## src/rtl/acc_mem_arb_pkg.sv

```systemverilog
// Shared constants and FSM state encoding for the accelerator memory arbiter.
// Latency: n/a (declarations only).
// Backpressure: n/a (declarations only).
package acc_mem_arb_pkg;

  localparam int REQ_W_DEF  = 110;
  localparam int RESP_W_DEF = 65;

  typedef enum logic [1:0] {
    IDLE      = 2'b00,
    ISSUE     = 2'b01,
    WAIT_RESP = 2'b10,
    DELIVER   = 2'b11
  } arb_state_t;

endpackage

```

## src/rtl/acc_rr_pick.sv

```systemverilog
// Two-way round-robin winner selection between engine request lines.
// Latency: purely combinational.
// Backpressure: none; the caller decides whether the pick is consumed.
module acc_rr_pick (
  input  logic [1:0] reqs,
  input  logic       rr_ptr,
  output logic       valid,
  output logic       winner
);

  // Contention goes to the priority pointer; a lone requester always wins.
  always_comb begin
    valid  = |reqs;
    winner = 1'b0;
    if (reqs == 2'b11) begin
      winner = rr_ptr;
    end else begin
      winner = reqs[1];
    end
  end

endmodule

```

## src/rtl/acc_mem_arbiter.sv

```systemverilog
// Arbitrates two engines onto one ACB memory port, one transaction in flight.
// Latency: request accept to response delivery 3 cycles; 4-cycle minimum spacing.
// Backpressure: losing/late engine sees write_ack low and keeps its request pending.
module acc_mem_arbiter
  import acc_mem_arb_pkg::*;
#(
  parameter int REQ_W  = REQ_W_DEF,
  parameter int RESP_W = RESP_W_DEF
) (
  input  logic              clk,
  input  logic              reset,
  input  logic              ENG0_MEM_REQUEST_pipe_write_req,
  output logic              ENG0_MEM_REQUEST_pipe_write_ack,
  input  logic [REQ_W-1:0]  ENG0_MEM_REQUEST_pipe_write_data,
  input  logic              ENG1_MEM_REQUEST_pipe_write_req,
  output logic              ENG1_MEM_REQUEST_pipe_write_ack,
  input  logic [REQ_W-1:0]  ENG1_MEM_REQUEST_pipe_write_data,
  input  logic              ENG0_MEM_RESPONSE_pipe_read_req,
  output logic              ENG0_MEM_RESPONSE_pipe_read_ack,
  output logic [RESP_W-1:0] ENG0_MEM_RESPONSE_pipe_read_data,
  input  logic              ENG1_MEM_RESPONSE_pipe_read_req,
  output logic              ENG1_MEM_RESPONSE_pipe_read_ack,
  output logic [RESP_W-1:0] ENG1_MEM_RESPONSE_pipe_read_data,
  input  logic              ACB_ACCELERATOR_MEM_REQUEST_pipe_read_req,
  output logic              ACB_ACCELERATOR_MEM_REQUEST_pipe_read_ack,
  output logic [REQ_W-1:0]  ACB_ACCELERATOR_MEM_REQUEST_pipe_read_data,
  input  logic              ACB_ACCELERATOR_MEM_RESPONSE_pipe_write_req,
  output logic              ACB_ACCELERATOR_MEM_RESPONSE_pipe_write_ack,
  input  logic [RESP_W-1:0] ACB_ACCELERATOR_MEM_RESPONSE_pipe_write_data,
  output logic              busy,
  output logic              owner
);

  arb_state_t        state;
  arb_state_t        state_nxt;
  logic              rr_ptr;
  logic [REQ_W-1:0]  req_buf;
  logic [RESP_W-1:0] resp_buf;

  logic pick_vld;
  logic pick_win;
  logic grant;
  logic deliver_take;

  acc_rr_pick u_rr_pick (
    .reqs   ({ENG1_MEM_REQUEST_pipe_write_req, ENG0_MEM_REQUEST_pipe_write_req}),
    .rr_ptr (rr_ptr),
    .valid  (pick_vld),
    .winner (pick_win)
  );

  // A grant is only offered while idle; reset masks it so no request is acked and then dropped.
  assign grant        = (state == IDLE) && pick_vld && !reset;
  assign deliver_take = owner ? ENG1_MEM_RESPONSE_pipe_read_req : ENG0_MEM_RESPONSE_pipe_read_req;

  // Next-state and handshake decode; apart from the idle grant, acks follow state and owner only.
  always_comb begin
    state_nxt                                  = state;
    ENG0_MEM_REQUEST_pipe_write_ack            = 1'b0;
    ENG1_MEM_REQUEST_pipe_write_ack            = 1'b0;
    ACB_ACCELERATOR_MEM_REQUEST_pipe_read_ack  = 1'b0;
    ACB_ACCELERATOR_MEM_REQUEST_pipe_read_data = '0;
    ACB_ACCELERATOR_MEM_RESPONSE_pipe_write_ack = 1'b0;
    ENG0_MEM_RESPONSE_pipe_read_ack            = 1'b0;
    ENG0_MEM_RESPONSE_pipe_read_data           = '0;
    ENG1_MEM_RESPONSE_pipe_read_ack            = 1'b0;
    ENG1_MEM_RESPONSE_pipe_read_data           = '0;
    busy                                       = (state != IDLE);
    case (state)
      IDLE: begin
        ENG0_MEM_REQUEST_pipe_write_ack = grant && !pick_win;
        ENG1_MEM_REQUEST_pipe_write_ack = grant && pick_win;
        if (grant) state_nxt = ISSUE;
      end
      ISSUE: begin
        ACB_ACCELERATOR_MEM_REQUEST_pipe_read_ack  = 1'b1;
        ACB_ACCELERATOR_MEM_REQUEST_pipe_read_data = req_buf;
        if (ACB_ACCELERATOR_MEM_REQUEST_pipe_read_req) state_nxt = WAIT_RESP;
      end
      WAIT_RESP: begin
        ACB_ACCELERATOR_MEM_RESPONSE_pipe_write_ack = 1'b1;
        if (ACB_ACCELERATOR_MEM_RESPONSE_pipe_write_req) state_nxt = DELIVER;
      end
      DELIVER: begin
        if (owner) begin
          ENG1_MEM_RESPONSE_pipe_read_ack  = 1'b1;
          ENG1_MEM_RESPONSE_pipe_read_data = resp_buf;
        end else begin
          ENG0_MEM_RESPONSE_pipe_read_ack  = 1'b1;
          ENG0_MEM_RESPONSE_pipe_read_data = resp_buf;
        end
        if (deliver_take) state_nxt = IDLE;
      end
      default: state_nxt = IDLE;
    endcase
  end

  // State, ownership, priority pointer and the two data holding buffers.
  always_ff @(posedge clk) begin
    if (reset) begin
      state    <= IDLE;
      rr_ptr   <= 1'b0;
      owner    <= 1'b0;
      req_buf  <= '0;
      resp_buf <= '0;
    end else begin
      state <= state_nxt;
      if (grant) begin
        owner   <= pick_win;
        req_buf <= pick_win ? ENG1_MEM_REQUEST_pipe_write_data : ENG0_MEM_REQUEST_pipe_write_data;
      end
      if ((state == WAIT_RESP) && ACB_ACCELERATOR_MEM_RESPONSE_pipe_write_req) begin
        resp_buf <= ACB_ACCELERATOR_MEM_RESPONSE_pipe_write_data;
      end
      if ((state == DELIVER) && deliver_take) begin
        rr_ptr <= ~owner;
      end
    end
  end

endmodule

```

## config.mk

```make
export PLATFORM = sky130hd
export DESIGN_NAME = acc_mem_arbiter
export DESIGN_NICKNAME = d
export VERILOG_FILES = /design/src/rtl/acc_mem_arb_pkg.sv /design/src/rtl/acc_rr_pick.sv /design/src/rtl/acc_mem_arbiter.sv
export SDC_FILE = /design/constraint.sdc
export NUM_CORES = 1
export LEC_CHECK = 0
export CORE_AREA = 2 2 211 213
export DETAILED_ROUTE_END_ITERATION = 7
export DIE_AREA = 0 0 213 215
export SETUP_SLACK_MARGIN = 0.4
export SYNTH_ARGS = -nofsm -noshare
export SYNTH_HDL_FRONTEND = slang
export SYNTH_SLANG_ARGS = --single-unit
```

## constraint.sdc

```tcl
create_clock -name clk -period 1.8 [get_ports clk]
set_input_delay 0.27 -clock clk [delete_from_list [all_inputs] [get_ports clk]]
set_output_delay 0.27 -clock clk [all_outputs]
set_load 0.005 [all_outputs]
```

**Yosys cells after proc, flatten, opt, wreduce, memory -nomap -nowiden**

Index checks and enable logic that the tools add are counted.
Widths: inputs -> output; s select.

- Word-level logic and storage cells: 47
- Flip-flop bits (word level): 179

- Muxes and demuxes: 21
- Reduce and logical (&&, ||, !) cells: 12
- Bitwise gates (word level): 1
- Equality and inequality tests: 8

Operators by type and width:

| cell | count |
|---|---|
| $mux 65 | 4 |
| $mux 110 | 2 |
| $mux 1 | 10 |
| $mux 2 | 4 |
| $ne 2x2->1 const B | 4 |
| $pmux 2 s4 | 1 |
| $eq 2x2->1 const B | 3 |
| $logic_and 1x1->1 | 6 |
| $reduce_and 4->1 | 1 |
| $eq 2x1->1 const B | 1 |
| $logic_not 1->1 | 2 |
| $logic_not 2->1 | 1 |
| $reduce_bool 2->1 | 1 |
| $reduce_or 2->1 | 1 |
| $not 1->1 | 1 |

**Longest topological paths before layout**

Gate-level depths: netlist of the first run.

- Depth after elaboration: 5
- Depth in mapped cells: 9

**Modules after synthesis**

A second synthesis of the first run with hierarchy kept.

- Cells, all modules: 1087
- Area total of the unflattened synthesis: 8948.6 sq um

Modules (own cells, without submodules):

| module | area an instance (sq um) | times used | cells an instance |
|---|---|---|---|
| acc_mem_arbiter | 8931.1 | 1 | 1084 |
| acc_rr_pick | 17.5 | 1 | 3 |

**Least setup slack after synthesis of the first run**

No wires, ideal clock.

- Path kind: reg-to-reg
- From: register state[0]
- To: register req_buf[12]
- Cell stages (with the launch flop): 10
- Library setup time: 0.128 ns
- Period minus slack after synthesis: 1.852 ns
- Data arrival time: 1.724 ns
- Setup slack: -0.052 ns
- Buffers on the path: 3
- Cell sequence: dfxtp_1 inv_1 ha_1 inv_2 or3_1 clkbuf_1 buf_6 buf_6 a222oi_1 nor2_1

- Word-level cells in the longest chain between the ends: 3

RTL lines:

| what | RTL line | RTL |
|---|---|---|
| from (decl) | acc_mem_arbiter.sv:34 | `arb_state_t state;` |
| from (signal assigned) | acc_mem_arbiter.sv:107 | `state <= state_nxt;` |
| $logic_not 2->1 | acc_mem_arbiter.sv:53 | `assign grant = (state == IDLE) && pick_vld && !reset;` |
| $logic_and 1x1->1 (2 in series) | acc_mem_arbiter.sv:53 |  |
| to (signal assigned) | acc_mem_arbiter.sv:110 | `req_buf <= pick_win ? ENG1_MEM_REQUEST_pipe_write_data : ENG0_MEM_REQUEST_pipe_write_data;` |
| to (decl) | acc_mem_arbiter.sv:37 | `logic [REQ_W-1:0] req_buf;` |

No other way between the ends.
A chain may end at the register's enable or synchronous reset.

**Worst setup path in the final report of the first run**

- From: register state[1]
- To: output ENG0_MEM_RESPONSE_pipe_read_data[41]

- Word-level cells in the longest chain between the ends: 2

RTL lines:

| what | RTL line | RTL |
|---|---|---|
| $eq 2x2->1 | acc_mem_arbiter.sv:69 | `case (state)` |
| $mux 65 | acc_mem_arbiter.sv:69 |  |
| to (decl) | acc_mem_arbiter.sv:20 | `output logic [RESP_W-1:0] ENG0_MEM_RESPONSE_pipe_read_data,` |

No other way between the ends.

==> results of run 1 <==
layer usage:
metal / wire [um] / vias up / global-route usage (%)
met5: 0 / - / 0
met4: 1122 / 0 / 6.084
met3: 3976 / 58 / 5.290
met2: 23140 / 539 / 31.27
met1: 17380 / 4826 / 18.78
li1: - / 4662 / -
state kept, by name, indices dropped and copies added, names as in the netlist:
name	count
owner	1
rr_ptr	1
resp_buf	65
req_buf	110
state	2
power by group:
part           total [W]  switching (W)  internal [W]
sequential       0.00500       0.000420       0.00458
clock            0.00409        0.00180       0.00229
combinational    0.00892        0.00382       0.00510
total             0.0180        0.00605        0.0120
stage by stage:
step	worst slack, ps	total power, W	utilization, %	hold WS, ps
after CTS	-522.7	0.01638	36.55	309.4
after global placement	-320.3	0.01038	33.24	448.7
after detailed placement	-373.2	0.01046	33.24	454.6
after global routing	-525.4	0.01882	38.84	337.2
after floorplan	109.7	0.007573	-	406.0
final	-466.0	0.01801	38.84	352.6
what timing repair did:
item	4_1_cts	5_1_grt
endpoints found under the setup margin	425	425
resized for setup	697	389
cloned	15	20
setup buffers	34	17
pin swaps	33	56
hold buffers	0	0
layout by cell type, fill, tap and decap left out, drive strengths merged:
cell and n:
a21oi 70, a222oi 111, a311oi 1, and2 177, and3 66, buf 269, bufinv 3, clkbuf 84
clkdlybuf4s15 22, clkdlybuf4s50 309, clkinv 7, dfxtp 179, dlymetal6s2s 15, ha 5, inv 8, mux2i 1
nand2 134, nand3b 1, nor2 114, nor2b 3, nor3 1, o21ai 2, o21ba 1, o2bb2ai 1
or3 1
synthesized netlist by cell type:
library cell | number | share of area [%]
nor2_1 | 114 | 5.3
buf_1 | 4 | 0.18
clkbuf_1 | 73 | 3.4
o2bb2ai_1 | 1 | 0.11
nor2b_1 | 3 | 0.23
and2_1 | 177 | 14
inv_2 | 1 | 0.046
a21oi_1 | 70 | 4.3
ha_1 | 5 | 0.77
a222oi_1 | 111 | 14
buf_2 | 19 | 1.2
mux2i_1 | 1 | 0.12
o21ba_2 | 1 | 0.12
inv_1 | 4 | 0.18
or3_1 | 1 | 0.077
nand3b_1 | 1 | 0.092
buf_6 | 7 | 0.97
and3_1 | 66 | 5.1
a311oi_1 | 1 | 0.11
dfxtp_1 | 179 | 44
o21ai_0 | 1 | 0.062
o21ai_1 | 1 | 0.062
nor3_1 | 1 | 0.062
nand2_1 | 134 | 6.2
worst max-delay path: stages (launching register included):
cell	delay, ps
dfxtp_4	360
ha_4	160
nor2b_4	140
buf_6	120
buf_6	110
buf_12	120
buf_16	140
buf_12	120
and2_4	140
buf_6	100
kinds of logic after synthesis:
kind of cell | count (synthesis) | share of synthesized area, %
AND/OR/NAND/NOR | 497 | 30.63
flip-flops | 179 | 44.10
multiplexers | 1 | 0.1232
adder cells (fa/ha/maj) | 5 | 0.7699
buffers and inverters | 108 | 5.928
AO/OA/AOI/OAI | 186 | 18.45
area by class of cell:
cell class | instances | area [sq um] | area share, %
inverters | 5 | 31.28 | 0.1845
clock inverters | 13 | 172.7 | 1.019
multi-input cells | 689 | 4488 | 26.48
well taps | 592 | 740.7 | 4.370
flip-flops and latches | 179 | 3592 | 21.19
clock buffers | 19 | 452.9 | 2.672
repair buffers | 680 | 7472 | 44.08
how the worst min path moves through the flow:
stage	startpoint	to	slack (ps)	cells after the start
detailed placement	resp_buf[7]	resp_buf[7]	450	2
floorplan	ACB_ACCELERATOR_MEM_RESPONSE_pipe_write_data[0]	resp_buf[0]	410	2
CTS	ACB_ACCELERATOR_MEM_RESPONSE_pipe_write_data[25]	resp_buf[25]	310	3
global placement	resp_buf[55]	resp_buf[55]	450	2
finish	ACB_ACCELERATOR_MEM_RESPONSE_pipe_write_data[25]	resp_buf[25]	350	3
global route	ACB_ACCELERATOR_MEM_RESPONSE_pipe_write_data[44]	resp_buf[44]	340	3
==> metrics, run 1 <==
RSZ-0062 raised after global routing=true; chip height=215 um; placed cells=2059; PnR worst setup slack=-466.0 ps; Syn Area/Cell=8.325 sq um; final RePlAce weighted congestion=0.8000; Seq/Total Area, Yosys=44.10%; worst skew pair latency=460 ps; CTS Root Cell=clkbuf_16; Crit Path Class=reg2out; final setup TNS=-90100 ps; I/O Pins=541; drt initial violations=951; Seq cells post-synth=179; die width=213 um; final setup fails=357; # rows=77; GRT Total Usage=17.26%; Routed WL=45620 um; Achievable Freq=0.4413 GHz; number of remaining DRC errors=0; LEAKAGE=7.344 nW; CP arrival=2000 ps; Max rail drop VDD=0.0007350 V; fillcell total=4385; die area=45800 sq um; PD cells=1063 nW/um^2; Num Clock Sinks=179; measured slew at the worst slew-check pin=759.5 ps; Ys Warns=0; Final Hold Vio Count=0; syn_nets=1274; Starting Density=18.62%; port buffer count=540; Avg Vias per Cell=4.633; max_cap viols=0; Crit. End Element=output port; core area=43640 sq um; vias=10.09k; R2R cell count=11; reg-to-reg critical path endpoint=req_buf[3]; Reg2Reg Setup Slack=-340 ps; Max-slew headroom=49.37%; Worst Setup SP=state[1]; Critical R2R Launch=state[0]; crit path capture=ENG0_MEM_RESPONSE_pipe_read_data[41]; Detailed Routing Iterations Pass 1=8; failing checks=setup timing; antenna-violating nets left=0; Worst Skew=10.59 ps; placed cell areas=14510 sq um; vias in the first global route=9653; Layout Area Growth over Synthesis=108.6%; fin cells=2177; Synth Cell Area=8125 sq um; nets=1870; first-pass GRT wire length=59060 um; WL/cell=20.95 um; fin crit share=125.9%; min Tclk post-route=2266 ps; Yosys cell types=24; worst endpoint required time=1530 ps; cts bufs inserted=17; layout cells sized above 1=33.63%; maximum clock path buffer count=2; H-tree depth=4; worst hold path type=in2reg; initial antenna violation count=3; CP max FO=5; finished layout cell area=16950 sq um; GRT overflow=0; largest net degree at the start of global routing=80; status=complete, but fails checks; CP Launch Type=flop; CTS tree=done; post-detail-place hpwl=28940 um; clock slew at the register clock pins of the worst setup and hold paths=70 ps; Syn Inst Count=976; Max Transition Viols Final=0; # diodes=0
Note: power is estimated with default switching activity, not from simulation.
==> run 2, diff against run 1 <==
--- a/config.mk
+++ b/config.mk
@@ -5,6 +5,7 @@
 export SDC_FILE = /design/constraint.sdc
 export NUM_CORES = 1
 export LEC_CHECK = 0
+export CAP_MARGIN = 20
 export CORE_AREA = 2 2 211 213
 export DETAILED_ROUTE_END_ITERATION = 7
 export DIE_AREA = 0 0 213 215
==> results of run 2 <==
The final DEF is identical to that of run 1; final timing and power are the same.
